## config.mk

```make
export PLATFORM = sky130hd
export DESIGN_NAME = mem_arbiter
export DESIGN_NICKNAME = d
export VERILOG_FILES = /design/src/rtl/mem_arb_pkg.sv /design/src/rtl/mem_arb_select.sv /design/src/rtl/mem_arbiter.sv
export SDC_FILE = /design/constraint.sdc
export NUM_CORES = 1
export LEC_CHECK = 0
export ABC_AREA = 1
export CORE_AREA = 5 5 105 107
export DETAILED_ROUTE_END_ITERATION = 6
export DIE_AREA = 0 0 110 112
export PLACE_DENSITY = 0.65
export SLEW_MARGIN = 15
export SYNTH_ARGS = -nofsm -noshare
export SYNTH_HDL_FRONTEND = slang
export SYNTH_SLANG_ARGS = --single-unit
```

## constraint.sdc

```tcl
create_clock -name clk -period 2.8 [get_ports clk]
set_input_delay 0.28 -clock clk [delete_from_list [all_inputs] [get_ports clk]]
set_output_delay 0.28 -clock clk [all_outputs]
set_load 0.01 [all_outputs]
```

## src/rtl/mem_arb_pkg.sv

```systemverilog
// mem_arb_pkg: shared types and defaults for the fetch/data memory arbiter
package mem_arb_pkg;
  typedef enum logic {OWN_I, OWN_D} own_e;
  typedef enum logic {IDLE, BUSY} state_e;
  localparam int STREAK_MAX_DEF = 4;
  localparam int STREAK_W = 8;
endpackage

```

## src/rtl/mem_arb_select.sv

```systemverilog
// mem_arb_select: combinational grant, data wins unless fetch has waited out a full streak
module mem_arb_select
  import mem_arb_pkg::*;
#(
  parameter int STREAK_MAX = STREAK_MAX_DEF
) (
  input  logic                i_start,
  input  logic                d_start,
  input  logic [STREAK_W-1:0] streak,
  output own_e                grant
);
  assign grant = (i_start && (!d_start || streak == STREAK_W'(STREAK_MAX))) ? OWN_I : OWN_D;
endmodule

```

## src/rtl/mem_arbiter.sv

```systemverilog
// mem_arbiter: shares one memory port between fetch and data with one request outstanding
module mem_arbiter
  import mem_arb_pkg::*;
#(
  parameter int STREAK_MAX = STREAK_MAX_DEF
) (
  input  logic        clk,
  input  logic        reset,
  input  logic        i_start,
  output logic        i_ready,
  input  logic [31:0] i_addr,
  output logic [31:0] i_data,
  output logic        i_data_valid,
  input  logic        d_start,
  output logic        d_ready,
  input  logic [31:0] d_addr,
  input  logic        d_wen,
  input  logic [31:0] d_wdata,
  input  logic [3:0]  d_wmask,
  output logic [31:0] d_data,
  output logic        d_data_valid,
  output logic        mem_start,
  input  logic        mem_ready,
  output logic [31:0] mem_addr,
  output logic        mem_wen,
  output logic [31:0] mem_wdata,
  output logic [3:0]  mem_wmask,
  input  logic [31:0] mem_data,
  input  logic        mem_data_valid
);
  state_e              state_q, state_d;
  own_e                own_q, own_d;
  logic [STREAK_W-1:0] streak_q, streak_d;
  own_e                grant;
  logic                slot_open, acc;

  mem_arb_select #(.STREAK_MAX(STREAK_MAX)) u_sel (
    .i_start(i_start),
    .d_start(d_start),
    .streak (streak_q),
    .grant  (grant)
  );

  // Issue path, response routing by the owner at issue time, and next-state
  always_comb begin
    slot_open    = state_q == IDLE || mem_data_valid;
    mem_start    = !reset && slot_open && (grant == OWN_I ? i_start : d_start);
    acc          = mem_start && mem_ready;
    i_ready      = acc && grant == OWN_I;
    d_ready      = acc && grant == OWN_D;
    mem_addr     = grant == OWN_I ? i_addr : d_addr;
    mem_wen      = grant == OWN_D && d_start && d_wen;
    mem_wdata    = d_wdata;
    mem_wmask    = grant == OWN_I ? 4'h0 : d_wmask;
    i_data_valid = state_q == BUSY && mem_data_valid && own_q == OWN_I;
    d_data_valid = state_q == BUSY && mem_data_valid && own_q == OWN_D;
    i_data       = mem_data;
    d_data       = mem_data;
    state_d      = acc ? BUSY : slot_open ? IDLE : state_q;
    own_d        = acc ? grant : own_q;
    streak_d     = !acc ? streak_q :
                   (grant == OWN_I || !i_start) ? '0 :
                   streak_q == STREAK_W'(STREAK_MAX) ? streak_q : streak_q + 1'b1;
  end

  // State, owner and streak registers; reset drops any outstanding request
  always_ff @(posedge clk or posedge reset) begin
    if (reset) begin
      state_q  <= IDLE;
      own_q    <= OWN_D;
      streak_q <= '0;
    end else begin
      state_q  <= state_d;
      own_q    <= own_d;
      streak_q <= streak_d;
    end
  end
endmodule

```

==> flow_summary.json <==
{
  "clock_sinks": 10,
  "setup_viol": 0,
  "synth_seq_area_share_pct": 13.97,
  "grt_usage_pct": 8.840,
  "worst_pin_slew_ns": 0.3381,
  "cap_violations": 0,
  "postCtsSetupRepairBufs": 0,
  "ys_seq_elements": 10,
  "place_area_mm2": 0.002394,
  "synth.top_cell.area_share_pct": 40.44,
  "syn_nets": 444,
  "powerDensity_mw_per_mm2": 271.4,
  "crit_path_start_kind": "flip-flop",
  "drc": 0,
  "numPortBuffers": 116,
  "crit_type": "reg -> out",
  "synth_cells": 303,
  "clkSlewWorstSetupHoldPaths_ns": 0.05,
  "fin_area_mm2": 0.002449,
  "fillers": 1157,
  "status": "complete, no violations",
  "yosysWarnings": 0,
  "finalCritPeriodShare_pct": 94.18,
  "ir_drop_mv": 0.1492,
  "cts-root-buf": "clkbuf_8",
  "antenna_found_initial": 0,
  "fin_cells": 459,
  "worstPathMaxFanout": 32,
  "hold_viol": 0,
  "initial_core_util_pct": 17.92,
  "reg2reg_depth": 9,
  "r2r-end": "streak_q[6]",
  "synth_edf_count": 0,
  "synth.cell_area_mm2": 0.001800,
  "yosys-top-cells-area": "buf_4, nand2_1, dfrtp_1, inv_1, nor2_1",
  "diodes": 0,
  "area_growth_pct": 36.00,
  "dieArea_mm2": 0.01232,
  "reg2reg_from": "streak_q[0]",
  "wl_per_cell_um": 12.83,
  "vias": 1719,
  "num_rows": 37,
  "cts_tree": "built",
  "period_needed_ns": 2.637,
  "max_freq_ghz": 0.3792,
  "fin_hold_ws_ns": 0.3856,
  "grt_pass1_vias": 1755,
  "synth_common_cells": "nand2_1, buf_4, inv_1, nor2_1, nand3_1",
  "final_antenna_net_count": 0,
  "drive_above_1_share_pct": 4.025,
  "syn_area_per_cell_um2": 5.942,
  "synth_flop_cell": "dfrtp_1",
  "cts-buffers-inserted": 3,
  "ctsResizeCount": 0,
  "p_total_mw": 0.6645,
  "max_slew_margin_pct": 77.46,
  "ys_types": 19,
  "die_x_um": 110,
  "gr-total-overflow": 0,
  "rsz0062_at_grt": "false",
  "fin_skew_ns": 0.003096,
  "dr.pass1.iters": 4,
  "drt_iter0_markers": 69,
  "wl_mm": 5.888,
  "core_mm2": 0.01005,
  "synth_top_cell_by_area": "buf_4",
  "synthArstFlopShare_pct": 100.0,
  "vias_per_cell": 3.745,
  "setup_tns_ns": 0,
  "grt_pass1_wl_mm": 8.611,
  "clkLatencyLatePin_ns": 0.23,
  "nets": 465,
  "clock_path_buffers": 2,
  "globalplace.congestion": 0.7324,
  "synth.most_common_cell": "nand2_1",
  "postCtsHoldBufs": 0,
  "ff2ff_setup_slack_ns": 1.35,
  "grt_max_degree": 39,
  "ios": 277,
  "cp-end-kind": "output pin",
  "slew_violations": 0,
  "htreeDepth": 1,
  "hp-class": "in -> async",
  "dp_cells": 455,
  "hpwlAfterDp_mm": 5.067,
  "cp.required_ns": 2.52,
  "arrival_ns": 2.36,
  "fp.dieH_um": 112,
  "p_leak_nw": 1.190
}
## placed cells by master (no fill, tap or decap)
cell type,instances
nor2_1,21
inv_2,1
clkdlybuf4s50_1,116
nand2_2,1
clkbuf_8,4
nor3_1,2
buf_4,3
o21ai_1,2
nand2_4,1
dfstp_2,1
a21oi_1,4
xor2_1,1
ha_1,2
buf_12,1
dfrtp_1,9
nand2_1,121
nand3_1,11
nor2_2,1
inv_1,21
## state kept, by name (all words and copies together) (netlist names)
name / cells
streak_q: 8
own_q: 1
state_q: 1
## report_power, final
group,leakage [nW],switching (mW),internal (mW),total (mW)
logic,1.03,0.126,0.201,0.327
clock network,0.0288,0.0528,0.123,0.176
registers,0.134,0.00739,0.154,0.162
total,1.19,0.186,0.478,0.665
## stage by stage
step / setup slack, ns / utilization, %
2_1_floorplan: 1.156 / -
3_3_place_gp: 0.4235 / 23.83
3_5_place_dp: 0.4131 / 23.83
4_1_cts: 0.1348 / 24.37
5_1_grt: 0.003074 / 24.37
6_report: 0.1629 / 24.37
## worst max-delay path, cell delays in order (launching register included)
cell,delay [ns]
dfrtp_1,0.40
inv_1,0.07
ha_1,0.19
nand2_1,0.07
nor2_1,0.04
nand2_1,0.12
nand2_2,0.09
nand2_4,0.07
buf_4,0.31
nand2_1,0.09
nand2_1,0.10
clkdlybuf4s50_1,0.54
## cell families after synthesis
| group | count (synthesis) | synth area share (%) |
|---|---|---|
| flip-flops | 10 | 13.97 |
| AO/OA/AOI/OAI | 6 | 1.668 |
| XOR/XNOR | 1 | 0.4865 |
| AND/OR/NAND/NOR | 158 | 34.54 |
| adder cells (fa/ha/maj) | 2 | 1.390 |
| buffers and inverters | 126 | 47.95 |
## area by class of cell
cell class                      count  area (um2)  share of cell area, %
Inverter                           22       82.58                  3.373
Timing Repair Buffer              120        1204                  49.16
Sequential cell                    10       251.5                  10.27
Clock buffer                        4       55.05                  2.248
Tap cell                          136       170.2                  6.949
Multi-Input combinational cell    167       685.7                  28.00
## per-layer routing
layer / global-route usage, % / wire length (um) / vias up / part of all wire (%)
met4: 3.574 / 185 / 0 / 3.1
met1: 8.855 / 2005 / 703 / 34
met5: 0 / 0 / - / 0
met3: 5.159 / 944 / 21 / 16
met2: 14.81 / 2752 / 151 / 47
li1: - / - / 844 / -
## worst max-delay path by stage
| stage | start | to | slack, ns | depth (start not counted) |
|---|---|---|---|---|
| floorplan | streak_q[0] | mem_addr[11] | 1.16 | 10 |
| global placement | streak_q[0] | mem_addr[2] | 0.42 | 11 |
| detailed placement | streak_q[0] | mem_addr[2] | 0.41 | 11 |
| CTS | streak_q[0] | mem_addr[2] | 0.13 | 11 |
| global route | streak_q[0] | mem_addr[25] | 0.003 | 11 |
| finish | streak_q[0] | mem_addr[2] | 0.16 | 11 |
Power figures use the tool's default switching activity.
